$ cat config.mk
export PLATFORM = sky130hd
export DESIGN_NAME = raiz_bus_param
export DESIGN_NICKNAME = d
export VERILOG_FILES = /design/src/rtl/raiz_pkg.sv /design/src/rtl/raiz_iter_core.sv /design/src/rtl/raiz_bus_param.sv
export SDC_FILE = /design/constraint.sdc
export NUM_CORES = 1
export LEC_CHECK = 0
export ABC_AREA = 1
export CAP_MARGIN = 20
export CORE_ASPECT_RATIO = 1.1
export CORE_MARGIN = 4
export CORE_UTILIZATION = 52
export DETAILED_ROUTE_END_ITERATION = 7
export GPL_TIMING_DRIVEN = 0
export PLACE_DENSITY = 0.71
export SLEW_MARGIN = 20
export SYNTH_ARGS = -nofsm -noshare
export SYNTH_HDL_FRONTEND = slang
export SYNTH_SLANG_ARGS = --single-unit
$ cat constraint.sdc
create_clock -name CLK -period 2.4 [get_ports CLK]
set_input_delay 0.6 -clock CLK [delete_from_list [all_inputs] [get_ports CLK]]
set_output_delay 0.6 -clock CLK [all_outputs]
set_load 0.03 [all_outputs]
$ cat src/rtl/raiz_pkg.sv
// Shared definitions for the raiz square-root peripheral: register map,
// control/status bit positions and the root engine state encoding.
package raiz_pkg;

    localparam int unsigned ADDR_OP_LO  = 32'h0000_0004;
    localparam int unsigned ADDR_OP_HI  = 32'h0000_0008;
    localparam int unsigned ADDR_CTRL   = 32'h0000_000C;
    localparam int unsigned ADDR_RESULT = 32'h0000_0010;
    localparam int unsigned ADDR_REM    = 32'h0000_0014;
    localparam int unsigned ADDR_STATUS = 32'h0000_0018;

    localparam int CTRL_START  = 0;
    localparam int CTRL_IRQ_EN = 1;
    localparam int CTRL_CLR    = 2;

    localparam int STAT_DONE = 0;
    localparam int STAT_BUSY = 1;
    localparam int STAT_OVR  = 2;

    typedef enum logic [0:0] {
        ST_IDLE = 1'b0,
        ST_CALC = 1'b1
    } raiz_state_e;

endpackage

$ cat src/rtl/raiz_iter_core.sv
// Restoring integer square-root engine: one root bit per clock, result and
// remainder registers only change when a computation completes.
module raiz_iter_core
    import raiz_pkg::*;
#(
    parameter int OP_W = 32
) (
    input  logic              CLK,
    input  logic              reset,
    input  logic              start,
    input  logic [OP_W-1:0]   op,
    output logic              busy,
    output logic              done_pulse,
    output logic [OP_W/2-1:0] root,
    output logic [OP_W/2:0]   rem
);

    localparam int RW = OP_W / 2;
    localparam int CW = $clog2(RW + 1);
    localparam int TW = RW + 3;

    raiz_state_e   state_q, state_d;
    logic [OP_W-1:0] rad_q, rad_d;
    logic [RW-1:0]   proot_q, proot_d;
    logic [RW:0]     prem_q, prem_d;
    logic [CW-1:0]   cnt_q, cnt_d;
    logic [RW-1:0]   root_q, root_d;
    logic [RW:0]     rem_q, rem_d;
    logic [TW-1:0]   rem_t_s, trial_s, diff_s;

    // Next-state: snapshot on start, then one trial subtraction per clock
    always_comb begin
        state_d = state_q;
        rad_d   = rad_q;
        proot_d = proot_q;
        prem_d  = prem_q;
        cnt_d   = cnt_q;
        root_d  = root_q;
        rem_d   = rem_q;
        rem_t_s = {prem_q, rad_q[OP_W-1 -: 2]};
        trial_s = {1'b0, proot_q, 2'b01};
        diff_s  = rem_t_s - trial_s;
        case (state_q)
            ST_IDLE: begin
                if (start) begin
                    state_d = ST_CALC;
                    rad_d   = op;
                    cnt_d   = CW'(RW);
                    proot_d = '0;
                    prem_d  = '0;
                end else begin
                    state_d = ST_IDLE;
                end
            end
            ST_CALC: begin
                rad_d = {rad_q[OP_W-3:0], 2'b00};
                // The remainder never exceeds twice the root, so RW+1 bits hold it
                if (rem_t_s >= trial_s) begin
                    prem_d  = diff_s[RW:0];
                    proot_d = {proot_q[RW-2:0], 1'b1};
                end else begin
                    prem_d  = rem_t_s[RW:0];
                    proot_d = {proot_q[RW-2:0], 1'b0};
                end
                cnt_d = cnt_q - CW'(1);
                if (cnt_q == CW'(1)) begin
                    state_d = ST_IDLE;
                    root_d  = proot_d;
                    rem_d   = prem_d;
                end else begin
                    state_d = ST_CALC;
                end
            end
            default: begin
                state_d = ST_IDLE;
            end
        endcase
    end

    // Engine state registers
    always_ff @(posedge CLK) begin
        if (reset) begin
            state_q <= ST_IDLE;
            rad_q   <= '0;
            proot_q <= '0;
            prem_q  <= '0;
            cnt_q   <= '0;
            root_q  <= '0;
            rem_q   <= '0;
        end else begin
            state_q <= state_d;
            rad_q   <= rad_d;
            proot_q <= proot_d;
            prem_q  <= prem_d;
            cnt_q   <= cnt_d;
            root_q  <= root_d;
            rem_q   <= rem_d;
        end
    end

    assign busy       = (state_q == ST_CALC);
    assign done_pulse = (state_q == ST_CALC) && (cnt_q == CW'(1));
    assign root       = root_q;
    assign rem        = rem_q;

endmodule

$ cat src/rtl/raiz_bus_param.sv
// Bus-mapped square-root peripheral: operand/control registers, sticky
// done/overrun flags, level interrupt and registered read port.
module raiz_bus_param
    import raiz_pkg::*;
#(
    parameter int DATA_W = 16,
    parameter int OP_W   = 32,
    parameter int ADDR_W = 5
) (
    input  logic              CLK,
    input  logic              reset,
    input  logic [DATA_W-1:0] d_in,
    input  logic              cs,
    input  logic [ADDR_W-1:0] addr,
    input  logic              rd,
    input  logic              wr,
    output logic [DATA_W-1:0] d_out,
    output logic              irq
);

    localparam int HI_W = (OP_W > DATA_W) ? (OP_W - DATA_W) : 1;
    localparam int RW   = OP_W / 2;
    localparam bit HAS_HI = (OP_W > DATA_W);

    localparam logic [ADDR_W-1:0] A_OP_LO  = ADDR_W'(ADDR_OP_LO);
    localparam logic [ADDR_W-1:0] A_OP_HI  = ADDR_W'(ADDR_OP_HI);
    localparam logic [ADDR_W-1:0] A_CTRL   = ADDR_W'(ADDR_CTRL);
    localparam logic [ADDR_W-1:0] A_RESULT = ADDR_W'(ADDR_RESULT);
    localparam logic [ADDR_W-1:0] A_REM    = ADDR_W'(ADDR_REM);
    localparam logic [ADDR_W-1:0] A_STATUS = ADDR_W'(ADDR_STATUS);

    logic [DATA_W-1:0]      op_lo_q, op_lo_d;
    logic [HI_W-1:0]        op_hi_q, op_hi_d;
    logic                   irq_en_q, irq_en_d;
    logic                   done_q, done_d;
    logic                   ovr_q, ovr_d;
    logic                   irq_q, irq_d;
    logic [DATA_W-1:0]      d_out_q, d_out_d;
    logic [DATA_W-1:0]      rdata_s;
    logic                   start_s, start_ok_s, clr_s;
    logic                   busy_s, done_pulse_s;
    logic [RW-1:0]          root_s;
    logic [RW:0]            rem_s;
    logic [HI_W+DATA_W-1:0] op_full_s;

    assign op_full_s = {op_hi_q, op_lo_q};

    raiz_iter_core #(
        .OP_W (OP_W)
    ) u_core (
        .CLK        (CLK),
        .reset      (reset),
        .start      (start_ok_s),
        .op         (op_full_s[OP_W-1:0]),
        .busy       (busy_s),
        .done_pulse (done_pulse_s),
        .root       (root_s),
        .rem        (rem_s)
    );

    // Bus decode, register writes and flag updates
    always_comb begin
        op_lo_d  = op_lo_q;
        op_hi_d  = op_hi_q;
        irq_en_d = irq_en_q;
        done_d   = done_q;
        ovr_d    = ovr_q;
        start_s  = 1'b0;
        clr_s    = 1'b0;
        rdata_s  = '0;
        case (addr)
            A_OP_LO:  rdata_s = op_lo_q;
            A_OP_HI:  rdata_s = HAS_HI ? DATA_W'(op_hi_q) : '0;
            A_CTRL:   rdata_s[CTRL_IRQ_EN] = irq_en_q;
            A_RESULT: rdata_s = DATA_W'(root_s);
            A_REM:    rdata_s = DATA_W'(rem_s);
            A_STATUS: begin
                rdata_s[STAT_DONE] = done_q;
                rdata_s[STAT_BUSY] = busy_s;
                rdata_s[STAT_OVR]  = ovr_q;
            end
            default:  rdata_s = '0;
        endcase
        // Read data is sampled from pre-write register values
        if (cs && rd) begin
            d_out_d = rdata_s;
        end else begin
            d_out_d = d_out_q;
        end
        if (cs && wr) begin
            case (addr)
                A_OP_LO: op_lo_d = d_in;
                A_OP_HI: op_hi_d = d_in[HI_W-1:0];
                A_CTRL: begin
                    irq_en_d = d_in[CTRL_IRQ_EN];
                    start_s  = d_in[CTRL_START];
                    clr_s    = d_in[CTRL_CLR];
                end
                default: op_lo_d = op_lo_q;
            endcase
        end else begin
            op_lo_d = op_lo_q;
        end
        start_ok_s = start_s && !busy_s;
        if (clr_s) begin
            ovr_d = 1'b0;
        end else begin
            ovr_d = ovr_q;
        end
        if (start_s && busy_s) begin
            ovr_d = 1'b1;
        end else begin
            ovr_d = ovr_d;
        end
        // Completion is applied last so it wins over a simultaneous CLR
        if (clr_s || start_ok_s) begin
            done_d = 1'b0;
        end else begin
            done_d = done_q;
        end
        if (done_pulse_s) begin
            done_d = 1'b1;
        end else begin
            done_d = done_d;
        end
        irq_d = done_q && irq_en_q;
    end

    // Peripheral register bank
    always_ff @(posedge CLK) begin
        if (reset) begin
            op_lo_q  <= '0;
            op_hi_q  <= '0;
            irq_en_q <= 1'b0;
            done_q   <= 1'b0;
            ovr_q    <= 1'b0;
            irq_q    <= 1'b0;
            d_out_q  <= '0;
        end else begin
            op_lo_q  <= op_lo_d;
            op_hi_q  <= op_hi_d;
            irq_en_q <= irq_en_d;
            done_q   <= done_d;
            ovr_q    <= ovr_d;
            irq_q    <= irq_d;
            d_out_q  <= d_out_d;
        end
    end

    assign d_out = d_out_q;
    assign irq   = irq_q;

endmodule
==> summary.txt <==
Outcome
  – Run status: finished clean

Synth
  – Synth Area in XOR/XNOR: 0.822%
  – Commonest cells in the netlist: 360 x nand2_1, 155 x dfxtp_1, 106 x inv_1
  – EDFF count, synth: 0
  – Adder-cell share of the synthesized area: 3.35%
  – Area contributors post-synth: dfxtp_1 42%, nand2_1 18%, inv_1 5.3%
  – Mapped cell area: 0.00746 mm^2
  – Asr flop ratio synth: 0%
  – Primary FF master, synth: dfxtp_1
  – Warning count from the yosys run: 0
  – Complex-gate fraction of the synthesized area: 14.1%
  – Synth top area share: 41.6%
  – Post-Syn Instances: 1,070
  – Synth Area in Simple Gates: 31.1%
  – Cell variety after synth: 41
  – Most common cell in the netlist: nand2_1
  – #FFs+latches synth: 155
  – Largest area contributor in the netlist: dfxtp_1
  – Largest family of logic cells by synthesized area: simple AND/OR/NAND/NOR gates
  – Post-synthesis sequential area ratio: 41.6%
  – Syn avg cell area: 6.97 um^2
  – Mux cell area share after synthesis: 0%
  – Syn Nets: 1,116

Critical path
  – CP Capture Type: flop
  – Critical R2R Capture: u_core.prem_q[8]
  – Critical path origin: u_core.proot_q[10]
  – Flop2flop setup slack: 90 ps
  – Worst r2r path cells: 13
  – Crit-path max FO: 10
  – Arrival time of the worst setup path: 2610 ps
  – Worst R2R Start: u_core.proot_q[10]
  – WS Path Type: flop to flop
  – Crit path to: u_core.prem_q[8]
  – Critical Path Start Type: flop
  – Worst Path Required: 2690 ps

CTS
  – Num CTS Buffers: 17
  – Hold_buf cts: 0
  – Clk root buf: clkbuf_16
  – Clock sink count: 155
  – Skew-Pair Late Insertion Delay: 430 ps
  – Worst-path clk slew: 70 ps
  – CTS H-tree lvls: 4
  – Maximum clock insertion buffer count: 2
  – CTS tree: done

STA
  – Worst-margin pin slew: 701 ps
  – Worst hold slack: 460 ps
  – Final number of setup-violating endpoints: 0
  – Final period util: 96.3%
  – Final Hold Vio Count: 0
  – Slew HR: 53.2%
  – Tmin final: 2310 ps
  – Setup Skew: 7.92 ps
  – Slew Viols, Final: 0
  – Setup WS post-layout: 89.1 ps
  – Max Fclk: 433 MHz

Routing
  – DR DRC count: 0
  – Final WL: 23.2 mm
  – Via count: 7,250
  – Drt first pass iters: 5
  – Max Used Layer: met4
  – Met2 routed WL: 11.3 mm
  – DRT iter0 DRCs: 553
  – DRT antenna net count: 0
  – Routed wl met3: 1.34 mm
  – Routed met1 length: 9.43 mm
  – Vias per cell: 5.43
  – DR WL/cell: 17.4 um

Placed design
  – DP Area: 0.00811 mm^2
  – PortBufs: 41
  – Gpl congestion: 0.936
  – Detailed placement HPWL: 17.7 mm
  – Setup WS pre-CTS: -329 ps

Finish
  – Area Overhead vs Synth: 18.1%
  – Finished Cell Area: 0.00881 mm^2
  – Layout Nets: 1,181
  – # fillers: 1,324
  – Inserted Diodes: 0
  – Layout cells sized above 1: 9.59%

Die
  – # rows: 45
  – Initial Utilization: 53.6%
  – Chip Width: 122 um
  – Core area: 0.0139 mm^2
  – Chip Height: 134 um
  – Die area: 0.0163 mm^2
  – I/O pin count: 43

Global routing
  – Total GRT Usage: 29.2%
  – Vias in the first global route: 6,851
  – Largest net degree at the start of global routing: 17
  – Antenna violations before repair: 0
  – Total grt overflow: 0
  – First-pass GRT wire length: 36.7 mm

Power
  – Pleak: 3.53 nW
  – Worst vdd ir: 0.000489 V
  – Power density cells: 621 mW/mm^2

Job
  – # Max-Cap Violations: 0

Worst hold path
  – Worst hold path type: flop to flop
## registers in the layout, indices dropped and copies added (netlist names), 5 cells and up
signal	count
op_lo_q	16
u_core.rem	16
u_core.root	16
u_core.proot_q	16
op_hi_q	16
u_core.rad_q	32
d_out	16
u_core.cnt_q	5
u_core.prem_q	17
## cell type report
class	instances	area [um^2]	area share, %
Multi-Input combinational cell	753	3750	42.6
Tap cell	188	235	2.67
Buffer	48	250	2.84
Clock inverter	12	140	1.59
Timing Repair Buffer	46	448	5.08
Clock buffer	19	453	5.14
Inverter	114	428	4.86
Sequential cell	155	3100	35.2
## metal layers
metal / track usage, % / up-vias
met5: 0 / -
met4: 15.2 / 0
met3: 5.48 / 68
met2: 48.5 / 249
met1: 35.6 / 3332
li1: - / 3601
## cells in the final DEF, fill, tap and decap left out, types with 4 or more instances in the layout
cell             count
xor2_1               6
clkbuf_16           17
nand4_1              4
nand2_2              9
o22ai_1             11
ha_2                 4
nand3b_2             5
clkdlybuf4s50_1     41
buf_4                8
nand3_2              7
o21ai_1              5
clkbuf_1            25
ha_1                13
inv_1              105
nor2_1              72
nand2_1            360
a21oi_1             65
nor3_1               4
nand3_1             61
dfxtp_1            155
a31oi_1             33
o2111ai_1           13
nor2_2               5
buf_2               13
inv_2                6
o21ai_0             52
## how the worst min path moves through the flow
stage | start | endpoint | slack [ps] | cells after the start
2_1_floorplan | irq_en_q | irq | 430 | 2
3_3_place_gp | u_core.proot_q[15] | u_core.proot_q[15] | 450 | 2
3_5_place_dp | d_out[12] | d_out[12] | 460 | 2
4_1_cts | op_lo_q[1] | u_core.rad_q[1] | 460 | 2
5_1_grt | d_out[5] | d_out[5] | 480 | 2
6_report | irq_en_q | irq | 460 | 2
## critical path, cell delays in order, from the launching register on
cell	delay (ps)
dfxtp_1	340
inv_1	140
ha_4	340
nand2_2	80
inv_2	60
nand3_1	150
nor3_2	300
nand2_4	150
buf_4	180
buf_6	150
nand3_1	80
nand2_1	80
nand2_1	70
a21oi_1	50
## through the flow
stage | utilization, % | std cells | TNS, ps | power [W]
4_1_cts | 62.5 | 1330 | 0 | 0.00548
3_3_place_gp | 58.3 | 1299 | -19380 | 0.00281
5_1_grt | 63.4 | 1335 | -61.5 | 0.00561
2_1_floorplan | - | 1070 | 0 | 0.00272
3_5_place_dp | 58.3 | 1299 | -20430 | 0.00282
6_report | 63.4 | 1335 | 0 | 0.00547
## power breakdown
group	leakage (nW)	internal, W	switching, W	total (W)
logic	1.99	0.0000599	0.000116	0.000176
registers	1.25	0.00258	0.00000679	0.00259
clock network	0.288	0.00159	0.00112	0.00271
## logic make-up (layout without fill, tap and decap cells)
logic type	after synthesis	in the layout
AND/OR/NAND/NOR	541	541
AO/OA/AOI/OAI	185	185
buffers and inverters	162	239
flip-flops	155	155
adder cells (fa/ha/maj)	20	20
XOR/XNOR	7	7
## what timing repair did
| action | 4_1_cts | 5_1_grt |
|---|---|---|
| endpoints found under the setup margin | 0 | 35 |
| setup buffers | 0 | 5 |
| resized for setup | 0 | 18 |
Note: power is estimated with default switching activity, not from simulation.
